==> config.mk <==
export PLATFORM = sky130hd
export DESIGN_NAME = text_overlay
export DESIGN_NICKNAME = d
export VERILOG_FILES = /design/src/rtl/text_overlay_pkg.sv /design/src/rtl/text_reveal_fsm.sv /design/src/rtl/text_overlay.sv
export SDC_FILE = /design/constraint.sdc
export NUM_CORES = 1
export LEC_CHECK = 0
export BUFFER_PORTS_ARGS = -buffer_cell sky130_fd_sc_hd__buf_4
export CORE_MARGIN = 2
export CORE_UTILIZATION = 35
export DETAILED_ROUTE_END_ITERATION = 12
export GPL_TIMING_DRIVEN = 0
export PLACE_DENSITY_LB_ADDON = 0.2
export SLEW_MARGIN = 20
export SYNTH_ARGS = -nofsm -noshare
export SYNTH_HDL_FRONTEND = slang
export SYNTH_SLANG_ARGS = --single-unit
==> constraint.sdc <==
create_clock -name sys_clk -period 2 [get_ports sys_clk]
set_input_delay 0.3 -clock sys_clk [delete_from_list [all_inputs] [get_ports sys_clk]]
set_output_delay 0.3 -clock sys_clk [all_outputs]
set_load 0.05 [all_outputs]
==> src/rtl/text_overlay_pkg.sv <==
// Shared constants and types for the text overlay: colours, letter codes,
// glyph geometry and the reveal state encoding.
package text_overlay_pkg;

  localparam logic [15:0] RGB_BLACK  = 16'h0000;
  localparam logic [15:0] RGB_WHITE  = 16'hFFFF;

  localparam logic [4:0]  CHAR_A     = 5'd0;
  localparam logic [4:0]  CHAR_BLANK = 5'd31;
  localparam logic [4:0]  NUM_GLYPHS = 5'd26;

  localparam int          GLYPH_W    = 16;

  typedef enum logic [1:0] {
    ST_IDLE = 2'd0,
    ST_TYPE = 2'd1,
    ST_DONE = 2'd2
  } reveal_state_e;

  // Codes at or above NUM_GLYPHS render as background.
  function automatic logic is_visible_code(input logic [4:0] code);
    return code < NUM_GLYPHS;
  endfunction

endpackage

==> src/rtl/text_reveal_fsm.sv <==
// Typewriter reveal: counts frames via vsync rising edges and advances the
// number of visible characters, pulsing done when the whole line is shown.
module text_reveal_fsm
  import text_overlay_pkg::*;
#(
  parameter int MAX_CHARS       = 16,
  parameter int FRAMES_PER_CHAR = 8
) (
  input  logic       clk,
  input  logic       rst,
  input  logic       vsync_in,
  input  logic       start,
  input  logic       clear,
  output logic [5:0] reveal_cnt,
  output logic       done
);

  localparam int            FW          = (FRAMES_PER_CHAR > 1) ? $clog2(FRAMES_PER_CHAR) : 1;
  localparam logic [FW-1:0] FRAME_LAST  = FW'(FRAMES_PER_CHAR - 1);
  localparam logic [5:0]    REVEAL_FULL = 6'(MAX_CHARS);

  reveal_state_e state_q, state_d;
  logic [FW-1:0] frame_cnt_q, frame_cnt_d;
  logic [5:0]    reveal_cnt_q, reveal_cnt_d;
  logic          done_q, done_d;
  logic          vsync_q, vsync_d;
  logic          frame_tick;

  always_comb begin
    state_d      = state_q;
    frame_cnt_d  = frame_cnt_q;
    reveal_cnt_d = reveal_cnt_q;
    done_d       = 1'b0;
    vsync_d      = vsync_in;
    frame_tick   = vsync_in & ~vsync_q;

    // clear beats start; start swallows any tick arriving with it
    if (clear) begin
      state_d      = ST_IDLE;
      frame_cnt_d  = FW'(0);
      reveal_cnt_d = 6'd0;
    end else if (start) begin
      state_d      = ST_TYPE;
      frame_cnt_d  = FW'(0);
      reveal_cnt_d = 6'd0;
    end else begin
      case (state_q)
        ST_IDLE: begin
          frame_cnt_d  = FW'(0);
          reveal_cnt_d = 6'd0;
        end
        ST_TYPE: begin
          if (frame_tick) begin
            if (frame_cnt_q == FRAME_LAST) begin
              frame_cnt_d  = FW'(0);
              reveal_cnt_d = reveal_cnt_q + 6'd1;
              if (reveal_cnt_d == REVEAL_FULL) begin
                state_d = ST_DONE;
                done_d  = 1'b1;
              end else begin
                state_d = ST_TYPE;
              end
            end else begin
              frame_cnt_d = frame_cnt_q + FW'(1);
            end
          end else begin
            frame_cnt_d = frame_cnt_q;
          end
        end
        ST_DONE: begin
          reveal_cnt_d = REVEAL_FULL;
        end
        default: begin
          state_d      = ST_IDLE;
          frame_cnt_d  = FW'(0);
          reveal_cnt_d = 6'd0;
        end
      endcase
    end
  end

  always_ff @(posedge clk) begin
    if (rst) begin
      state_q      <= ST_IDLE;
      frame_cnt_q  <= FW'(0);
      reveal_cnt_q <= 6'd0;
      done_q       <= 1'b0;
      vsync_q      <= 1'b0;
    end else begin
      state_q      <= state_d;
      frame_cnt_q  <= frame_cnt_d;
      reveal_cnt_q <= reveal_cnt_d;
      done_q       <= done_d;
      vsync_q      <= vsync_d;
    end
  end

  assign reveal_cnt = reveal_cnt_q;
  assign done       = done_q;

endmodule

==> src/rtl/text_overlay.sv <==
// One-line text box overlay: three-stage pixel pipeline that addresses the
// letter glyph ROM and mixes its bit into the RGB565 stream.
module text_overlay
  import text_overlay_pkg::*;
#(
  parameter int          TEXT_X0         = 192,
  parameter int          TEXT_Y0         = 232,
  parameter int          MAX_CHARS       = 16,
  parameter int          FRAMES_PER_CHAR = 8,
  parameter logic [15:0] TEXT_COLOR      = 16'hFFFF
) (
  input  logic        sys_clk,
  input  logic        sys_rst,
  input  logic [9:0]  pix_x,
  input  logic [9:0]  pix_y,
  input  logic        pix_valid,
  input  logic        hsync_in,
  input  logic        vsync_in,
  input  logic [15:0] rgb_in,
  input  logic        wr_en,
  input  logic [4:0]  wr_addr,
  input  logic [4:0]  wr_char,
  input  logic        start,
  input  logic        clear,
  output logic [4:0]  letter_i,
  output logic [3:0]  letter_x,
  output logic [3:0]  letter_y,
  input  logic        letter_o,
  output logic        hsync_out,
  output logic        vsync_out,
  output logic [15:0] rgb_out,
  output logic        done
);

  localparam int          AW    = (MAX_CHARS > 1) ? $clog2(MAX_CHARS) : 1;
  localparam logic [5:0]  SLOTS = 6'(MAX_CHARS);
  localparam logic [10:0] X_LO  = 11'(TEXT_X0);
  localparam logic [10:0] X_HI  = 11'(TEXT_X0 + GLYPH_W * MAX_CHARS);
  localparam logic [10:0] Y_LO  = 11'(TEXT_Y0);
  localparam logic [10:0] Y_HI  = 11'(TEXT_Y0 + GLYPH_W);

  logic [4:0]  buf_q [MAX_CHARS];
  logic [4:0]  buf_d [MAX_CHARS];

  logic        in_box_q, in_box_d;
  logic [4:0]  col_q, col_d;
  logic [3:0]  lx_q, lx_d, ly_q, ly_d;
  logic [15:0] rgb_d1_q, rgb_d1_d;

  logic [4:0]  letter_i_q, letter_i_d;
  logic [3:0]  letter_x_q, letter_x_d, letter_y_q, letter_y_d;
  logic        show_q, show_d;
  logic [15:0] rgb_d2_q, rgb_d2_d;

  logic [15:0] rgb_out_q, rgb_out_d;
  logic [2:0]  hs_q, hs_d, vs_q, vs_d;

  logic [8:0]  dx;
  logic [4:0]  rd_char;
  logic [5:0]  reveal_cnt;

  text_reveal_fsm #(
    .MAX_CHARS      (MAX_CHARS),
    .FRAMES_PER_CHAR(FRAMES_PER_CHAR)
  ) u_reveal (
    .clk       (sys_clk),
    .rst       (sys_rst),
    .vsync_in  (vsync_in),
    .start     (start),
    .clear     (clear),
    .reveal_cnt(reveal_cnt),
    .done      (done)
  );

  always_comb begin
    // only the low bits of the offsets are ever consumed, so subtract narrow
    dx       = pix_x[8:0] - 9'(TEXT_X0);
    in_box_d = pix_valid
             && ({1'b0, pix_x} >= X_LO) && ({1'b0, pix_x} < X_HI)
             && ({1'b0, pix_y} >= Y_LO) && ({1'b0, pix_y} < Y_HI);
    col_d    = dx[8:4];
    lx_d     = dx[3:0];
    ly_d     = pix_y[3:0] - 4'(TEXT_Y0);
    rgb_d1_d = rgb_in;

    if ({1'b0, col_q} < SLOTS) begin
      rd_char = buf_q[col_q[AW-1:0]];
    end else begin
      rd_char = CHAR_BLANK;
    end
    letter_i_d = rd_char;
    letter_x_d = lx_q;
    letter_y_d = ly_q;
    show_d     = in_box_q && ({1'b0, col_q} < reveal_cnt);
    rgb_d2_d   = rgb_d1_q;

    rgb_out_d = (show_q && is_visible_code(letter_i_q) && letter_o) ? TEXT_COLOR : rgb_d2_q;
    hs_d      = {hs_q[1:0], hsync_in};
    vs_d      = {vs_q[1:0], vsync_in};

    buf_d = buf_q;
    if (wr_en && ({1'b0, wr_addr} < SLOTS)) begin
      buf_d[wr_addr[AW-1:0]] = wr_char;
    end else begin
      buf_d = buf_q;
    end
  end

  always_ff @(posedge sys_clk) begin
    if (sys_rst) begin
      in_box_q   <= 1'b0;
      col_q      <= 5'd0;
      lx_q       <= 4'd0;
      ly_q       <= 4'd0;
      rgb_d1_q   <= RGB_BLACK;
      letter_i_q <= CHAR_A;
      letter_x_q <= 4'd0;
      letter_y_q <= 4'd0;
      show_q     <= 1'b0;
      rgb_d2_q   <= RGB_BLACK;
      rgb_out_q  <= RGB_BLACK;
      hs_q       <= 3'd0;
      vs_q       <= 3'd0;
      for (int i = 0; i < MAX_CHARS; i++) begin
        buf_q[i] <= CHAR_BLANK;
      end
    end else begin
      in_box_q   <= in_box_d;
      col_q      <= col_d;
      lx_q       <= lx_d;
      ly_q       <= ly_d;
      rgb_d1_q   <= rgb_d1_d;
      letter_i_q <= letter_i_d;
      letter_x_q <= letter_x_d;
      letter_y_q <= letter_y_d;
      show_q     <= show_d;
      rgb_d2_q   <= rgb_d2_d;
      rgb_out_q  <= rgb_out_d;
      hs_q       <= hs_d;
      vs_q       <= vs_d;
      for (int i = 0; i < MAX_CHARS; i++) begin
        buf_q[i] <= buf_d[i];
      end
    end
  end

  assign letter_i  = letter_i_q;
  assign letter_x  = letter_x_q;
  assign letter_y  = letter_y_q;
  assign rgb_out   = rgb_out_q;
  assign hsync_out = hs_q[2];
  assign vsync_out = vs_q[2];

endmodule

==> results of run 1 <==
[synth_stat cells (all sizes together), types with 7 or more instances]
cell | instances | area [sq um]
and3 | 30 | 188
buf | 19 | 118
a21oi | 15 | 75.1
mux4 | 15 | 338
nand3 | 37 | 185
nor2b | 89 | 557
clkbuf | 29 | 111
a211o | 50 | 438
nand2 | 46 | 175
dfxtp | 174 | 3480
ha | 12 | 150
inv | 9 | 33.8
nor2 | 51 | 194
mux2i | 21 | 210
nand2b | 7 | 43.8
[placed cells by master, fill, tap and decap left out, types with 21 or more instances in the layout]
master	instances
sky130_fd_sc_hd__buf_4	90
sky130_fd_sc_hd__nand3_1	37
sky130_fd_sc_hd__mux2i_1	21
sky130_fd_sc_hd__and3_1	30
sky130_fd_sc_hd__clkbuf_1	28
sky130_fd_sc_hd__nand2_1	45
sky130_fd_sc_hd__nor2_1	50
sky130_fd_sc_hd__nor2b_1	89
sky130_fd_sc_hd__dfxtp_1	174
sky130_fd_sc_hd__a211o_1	50
[worst max-delay path by stage]
stage	startpoint	endpoint	slack, ns	cells past startpoint
2_1_floorplan	letter_i[2]$_SDFF_PP0_	rgb_out[10]$_SDFF_PP0_	0.48	6
3_3_place_gp	sys_rst	letter_i[4]$_SDFF_PP0_	-0.07	4
3_5_place_dp	sys_rst	letter_i[1]$_SDFF_PP0_	-0.07	4
4_1_cts	col_q[1]$_SDFF_PP0_	letter_i[0]$_SDFF_PP0_	0.1	6
5_1_grt	u_reveal.state_q[1]$_SDFFE_PP0P_	u_reveal.state_q[0]$_SDFFE_PP0P_	0.005	7
6_report	col_q[1]$_SDFF_PP0_	letter_i[0]$_SDFF_PP0_	0.09	6
[critical path, delay by kind of cell, from the launching register on]
kind	cells	cell delay, ns
flip-flops	1	0.34
buffers and inverters	2	0.50
AO/OA/AOI/OAI	3	0.65
multiplexers	1	0.28
[power breakdown]
part / internal [mW] / switching, mW
sequential: 3.56 / 0.0350
clock: 1.70 / 1.53
combinational: 0.250 / 0.377
total: 5.51 / 1.94
[layout make-up]
type | count | share of cell area [%]
Clock buffer | 19 | 5.34
Buffer | 48 | 2.79
Clock inverter | 13 | 1.66
Inverter | 9 | 0.407
Timing Repair Buffer | 85 | 7.70
Sequential cell | 174 | 42.0
Tap cell | 260 | 3.92
Multi-Input combinational cell | 429 | 36.2
[layer usage]
layer | routed length, microns | track usage [%] | vias to the layer above | share of wire [%]
met5 | 0 | 0 | - | 0
met4 | 397 | 6.83 | 0 | 2.4
met3 | 537 | 3.69 | 33 | 3.3
met2 | 7820 | 26.5 | 100 | 48
met1 | 7490 | 21.6 | 2479 | 46
li1 | - | - | 2525 | -
[stage by stage]
step,setup TNS (ns),power (mW),area [sq um],util [%]
6_report,0,7.46,8290,44.0
5_1_grt,0,7.72,8290,44.0
4_1_cts,0,7.52,8290,44.0
3_5_place_dp,-0.301,4.30,7710,40.9
3_3_place_gp,-0.235,4.29,7710,40.9
2_1_floorplan,0,4.05,6750,-
[state kept, by name, summed over array words and instances, names as in the netlist, 4 cells and up]
signal	cells
letter_x_d	4
u_reveal.reveal_cnt	6
buf_q	80
letter_y_d	4
rgb_d2_q	16
letter_x	4
letter_i	5
rgb_d1_q	16
col_q	5
rgb_out	16
letter_y	4
[repair_timing]
| item | in CTS | in global routing |
|---|---|---|
| setup buffers | 0 | 0 |
| gates resized for setup | 1 | 0 |
| setup endpoints to repair | 1 | 0 |
[logic make-up (layout without fill, tap and decap cells)]
logic type,after synthesis,count (layout)
buffers and inverters,57,174
muxes,36,36
and+or+nand+nor,281,281
adders and majority gates,12,12
DFF,174,174
AOI/OAI and AO/OA,97,97
xor gates and xnor gates,3,3
==> results summary, run 1 <==
The type of destination of the critical path is a register. The clock slew seen by the registers of the worst setup and hold paths is 0.07 ns. TritonCTS built the clock tree. Of all nets on the critical path, the largest fanout is 10. The reg-to-reg critical path endpoint is letter_i[0]$_SDFF_PP0_. The final max-slew violation count came out at 0. The gate count after technology mapping is 660. The kind of critical path is register to register.

In the routed layout, each cell is associated on average with a via count of 4.95. The clock tree skew after final layout is 0.0169 ns. The number of detailed-routing iterations run before antenna repair came out at 5.

The number of filler instances in the final layout came out at 1,791. The slowest stage of the critical path belongs to the cell sky130_fd_sc_hd__dfxtp_1. For hold timing, the worst endpoint is u_reveal.state_q[0]$_SDFFE_PP0P_. The highest ir drop seen on vdd is 0.567 mV.

The number of levels in the clock H-tree is 4. The worst max-slew margin expressed relative to the limit is 56.6%. The clock insertion delay at the later pin of the skew report is 0.43 ns. The horizontal die dimension is 143 microns. The number of buffers created by CTS came out at 17. In this run, the number of DRC markers left after iteration 0 of detailed routing was 360. After Yosys synthesis, and, or, nand and nor cells account for 22.6% of the synthesized area. Setup repair after global routing left no endpoint under its margin. The final hold violation count is 0.

The first global-routing pass estimated 26.1 mm of wire. The via count of the first global-routing pass came to 5,040. The minimum setup slack among reg-to-reg paths is 0.09 ns. The area of the die is 20,400 sq um. The cell row count came out at 50. The hold path depth came out at 2. Hold timing on the final database bottoms out at a slack of 0.0366 ns.

During synthesis, Yosys emitted a total of 0 warnings. For this block, the routed nets add up to 16.2 mm of wire. The longest clock path from root to sink contains 2 buffers.

Global routing used 16.5% of the available tracks across all layers. The number of port buffers is 85. The sequential fraction of the synthesis area is 51.6%. The flow ran to the end, and the final reports show no timing, DRC or antenna violations. The final worst setup slack is 0.0879 ns. The share of flip-flops with an asynchronous set or reset after synthesis is 0%.

The maximum number of pins on one net before global-route repair came out at 19. After synthesis, the mean cell area works out to 10.2 sq um. The starting density of the core came out at 35.8%. The data arrival at the endpoint of the critical path is 2.19 ns. The fraction of the mapped netlist area in adder cells is 2.23%. The DRC violations left is 0. The number of hold buffers added after cts came out at 0. Clock tree synthesis found a total of 174 sinks. The leakage power of the design is 3.36 nW. Across the run, the number of max-cap violations was 0. The fraction of synthesized cell area in xor and xnor cells is 0.390%.

The number of flops mapped to enable cells by yosys came out at 0. The worst register-to-register path begins at col_q[1]$_SDFF_PP0_. The worst register-to-register path has a depth of 6. Measured along the y axis, the die boundary spans 143 microns. The upper clock frequency limit is 523 MHz. The placement-stage worst setup slack came out at -0.0714 ns. The average wire per cell in the routed design came out at 15.7 microns.

During I/O placement, the number of pins put on the boundary was 87. The portion of the clock cycle consumed by the worst path in the final layout is 95.6%. The clock tree root buffer cell is sky130_fd_sc_hd__clkbuf_16.

For the finished layout, the period the worst path requires is 1.91 ns. Among all flip-flop cells after synthesis, the most frequent one is sky130_fd_sc_hd__dfxtp_1. The synthesized area came out at 6750 sq um. In the final layout, the multi-input gates occupy 3000 sq um. Setup violations remaining at the end of the flow were counted as 0. The final net count is 831.

The number of antenna cells inserted came out at 0. The post-DP HPWL is 11.8 mm. The total number of vias came out at 5,137.

The kind of path behind the tightest hold check is input pin to register. The non-filler instance count after layout came out at 1,037. The start point of the worst min-delay path is clear. In this run, synthesis produced a sequential element count of 174.

The critical path goes through buf_2 -> buf_4 -> mux2i_1 -> o22ai_1 -> a311oi_1 -> a21oi_1. The core box area came out at 18,800 sq um. The power density of the placed cells came out at 899 nW/um^2. The kind of start point of the critical path is a register. The footprint of the flip-flops and latches is 3480 sq um.

The leftover overflow at the end of global routing came out at 0. The combinational family with the most area after synthesis is simple AND/OR/NAND/NOR gates. The share of synthesized area spent on multiplexers came out at 8.12%.

The final weighted congestion of routability-driven global placement is 0.844. The remaining antenna violation count after routing came out at 0. The actual slew at the worst max-slew pin came out at 0.652 ns.

The initial antenna violation count is 0. Synthesis instantiated 45 different standard cells from the library. The critical path required time is 2.28 ns.

The worst stage delay on the critical path is 0.34 ns. Synthesis produced a netlist with a net count of 727. Summing the areas of all compound-gate instances in the mapped netlist gives 11.1% of the synthesized area.

Including well taps, the total number of placed cells is 1,005. The area growth from synthesis to final layout came out at 22.9%. The post-route netlist has 20.3% of its cells at a drive strength greater than 1.
No activity file was read; power rests on OpenSTA's default activity.
==> run 2: changes to the inputs <==
--- a/config.mk
+++ b/config.mk
@@ -6,11 +6,11 @@
 export NUM_CORES = 1
 export LEC_CHECK = 0
 export BUFFER_PORTS_ARGS = -buffer_cell sky130_fd_sc_hd__buf_4
+export CAP_MARGIN = 10
 export CORE_MARGIN = 2
 export CORE_UTILIZATION = 35
 export DETAILED_ROUTE_END_ITERATION = 12
 export GPL_TIMING_DRIVEN = 0
-export PLACE_DENSITY_LB_ADDON = 0.2
 export SLEW_MARGIN = 20
 export SYNTH_ARGS = -nofsm -noshare
 export SYNTH_HDL_FRONTEND = slang
==> constraint.sdc (replaced) <==
create_clock -name sys_clk -period 1.77 [get_ports sys_clk]
set_input_delay 0.2655 -clock sys_clk [delete_from_list [all_inputs] [get_ports sys_clk]]
set_output_delay 0.2655 -clock sys_clk [all_outputs]
set_load 0.05 [all_outputs]
==> results summary, run 2 (synthesis gave the netlist of run 1 again) <==
The clock slew seen by the registers of the worst setup and hold paths is 0.07 ns (about the same). The number of antenna cells inserted is 0 (unchanged). The number of levels in the clock H-tree came out at 4 (unchanged). The highest ir drop seen on vdd was 0.731 mV (+29%).

The path length in cells of the critical path was 5 (-1). STA classifies the critical path startpoint as a register. The register ranked first by flip-flop count is buf_q.

The number of setup violations in the final report is 0 (unchanged). The leakage power of the design is 3.40 nW (+1.1%). The total negative slack came out at 0 ns (unchanged).

The final weighted congestion of routability-driven global placement is 0.814 (-3.5%). The clock insertion delay at the later pin of the skew report is 0.44 ns (about the same). Setup repair after global routing could not meet its margin everywhere.

The hold path depth is 2 (unchanged). Traced cell by cell, the critical path runs through buf_6 -> buf_12 -> mux4_2 -> a22oi_2 -> a21oi_1. The boundary pin count came out at 87 (unchanged). The worst max-slew margin expressed relative to the limit came out at 54.6% (-2.0 points). Leaving out fill and tap cells, the most frequent cells in the layout are sky130_fd_sc_hd__dfxtp_1, sky130_fd_sc_hd__buf_4, sky130_fd_sc_hd__nor2b_1.

The fraction of final layout cells sized beyond drive strength 1 is 21.1% (+0.72 points). The portion of the clock cycle consumed by the worst path in the final layout is 96.2% (+0.56 points). The final max-slew violation count is 0 (unchanged). The die boundary height is 143 microns (unchanged).

The cell count of the worst reg-to-reg path was 5 (-1). The final core area utilization came out at 44.7% (+0.68 points). The kind of path behind the tightest hold check is input pin to register.

The flip-flop count of the largest register after layout came out at 80 (unchanged). The worst stage delay on the critical path came out at 0.51 ns (+0.17 ns). The buffer and inverter count on the worst path is 2 (unchanged). The number of detailed-routing iterations run before antenna repair came out at 5 (unchanged). The upper clock frequency limit came out at 588 MHz (+12%). The critical-path cell with the highest stage delay is sky130_fd_sc_hd__mux4_2. The minimum clock period was 1.70 ns (-0.210 ns).

The number of port buffers came out at 85 (unchanged). The buffer depth of the longest clock path is 2 (unchanged). The DRC violations left is 0 (unchanged). The cell row count came to 50 (unchanged).

The via count of the first global-routing pass is 4,639 (-8.0%). The critical path required time came out at 2.05 ns (-0.23 ns). The total length of routed wires was 15.9 mm (-2.4%). The worst setup path is of the register to register kind. Leaving out fill and tap cells, the most frequent cell in the layout is sky130_fd_sc_hd__dfxtp_1.

The starting density of the core was 35.8% (unchanged). The data arrival at the endpoint of the critical path is 1.98 ns (-0.21 ns). The core box area is 18,800 sq um (unchanged). The initial antenna violation count is 0 (unchanged). The total number of vias came to 4,990 (-2.9%). The post-layout instance area came out at 8420 sq um (+1.6%). The violation count after the first detailed-route iteration is 291 (-19%).

The horizontal die dimension came out at 143 microns (unchanged). The post-DP HPWL came out at 11.3 mm (-4.5%). The number of buffers created by CTS is 17 (unchanged). The vias per cell was 4.80 (-3.0%). The max-cap check violation count is 0 (unchanged). The leftover overflow at the end of global routing was 0 (unchanged). Clock tree synthesis selected as its root buffer the cell sky130_fd_sc_hd__clkbuf_16. The final net count is 833 (+0.24%).

The count of placed standard cells including taps is 1,005 (unchanged). The area growth from synthesis to final layout is 24.8%. The area of the die is 20,400 sq um (unchanged).

The power density of the placed cells came out at 1030 nW/um^2 (+15%). The final hold violation count is 0 (unchanged). The average wire per cell in the routed design was 15.3 microns (-2.5%). The kind of cell with the highest combined delay on the critical path is multiplexers. The remaining antenna violation count after routing was 0 (unchanged).

The global-route usage over all layers is 15.8% (-0.70 points). The clock tree skew after final layout is 0.00829 ns (-0.00857 ns). The worst setup path is captured at a register. The non-filler instance count after layout came out at 1,039 (+0.19%).

The maximum number of pins on one net before global-route repair came out at 23 (+4). The first-pass GRT wire length came to 24.9 mm (-4.7%). The run finished with clean final reports. The placed standard-cell area came out at 7710 sq um (unchanged). The number of clock sinks seen by CTS is 174 (unchanged). TritonCTS built the clock tree. The peak fanout along the critical path is 10 (unchanged). The actual slew at the worst max-slew pin was 0.681 ns (+0.0297 ns).
-- run 2: area by class of cell --
type,count,area (sq um)
Buffer,48,253
Clock buffer,17,425
Clock inverter,15,216
Fill cell,1795,10400
Inverter,9,33.8
Multi-Input combinational cell,429,3030
Sequential cell,174,3480
Tap cell,260,325
Timing Repair Buffer,87,658
-- run 2: path summary, 6_finish.rpt --
kind,startpoint,slack [ns],to
max reg2reg,col_q[0]$_SDFF_PP0_,0.07,letter_i[2]$_SDFF_PP0_
min,pix_x[6],0.02,col_q[2]$_SDFF_PP0_
min reg2reg,rgb_d1_q[2]$_SDFF_PP0_,0.44,rgb_d2_q[2]$_SDFF_PP0_
max,col_q[0]$_SDFF_PP0_,0.07,letter_i[2]$_SDFF_PP0_
-- run 2: report_power, final --
group          internal, mW  switching [mW]
clock                  1.99            1.94
sequential             4.02          0.0381
combinational         0.293           0.427
total                  6.30            2.41
-- run 2: repair_timing --
| item | 4_1_cts | 5_1_grt |
|---|---|---|
| setup buffers | 0 | 0 |
| endpoints found under the hold margin | 2 | 0 |
| pin swaps | 0 | 1 |
| endpoints found under the setup margin | 6 | 5 |
| hold buffers | 2 | 0 |
| resized for setup | 8 | 5 |
-- run 2: metrics by stage --
| step | worst slack (ns) | total power, mW | hold slack [ns] |
|---|---|---|---|
| 2_1_floorplan | 0.252 | 4.57 | 0.338 |
| 3_3_place_gp | -0.333 | 4.85 | 0.417 |
| 3_5_place_dp | -0.363 | 4.86 | 0.420 |
| 4_1_cts | 0.0272 | 8.78 | 0.000803 |
| 5_1_grt | -0.00614 | 9.01 | 0.0151 |
| 6_report | 0.0679 | 8.71 | 0.0160 |
-- run 2: per-layer routing --
layer,vias up,part of all wire (%),global-route usage (%)
met5,-,0,0
met4,0,2.2,6.51
met3,24,3.5,2.82
met2,102,48,25.5
met1,2339,46,21.1
li1,2525,-,-
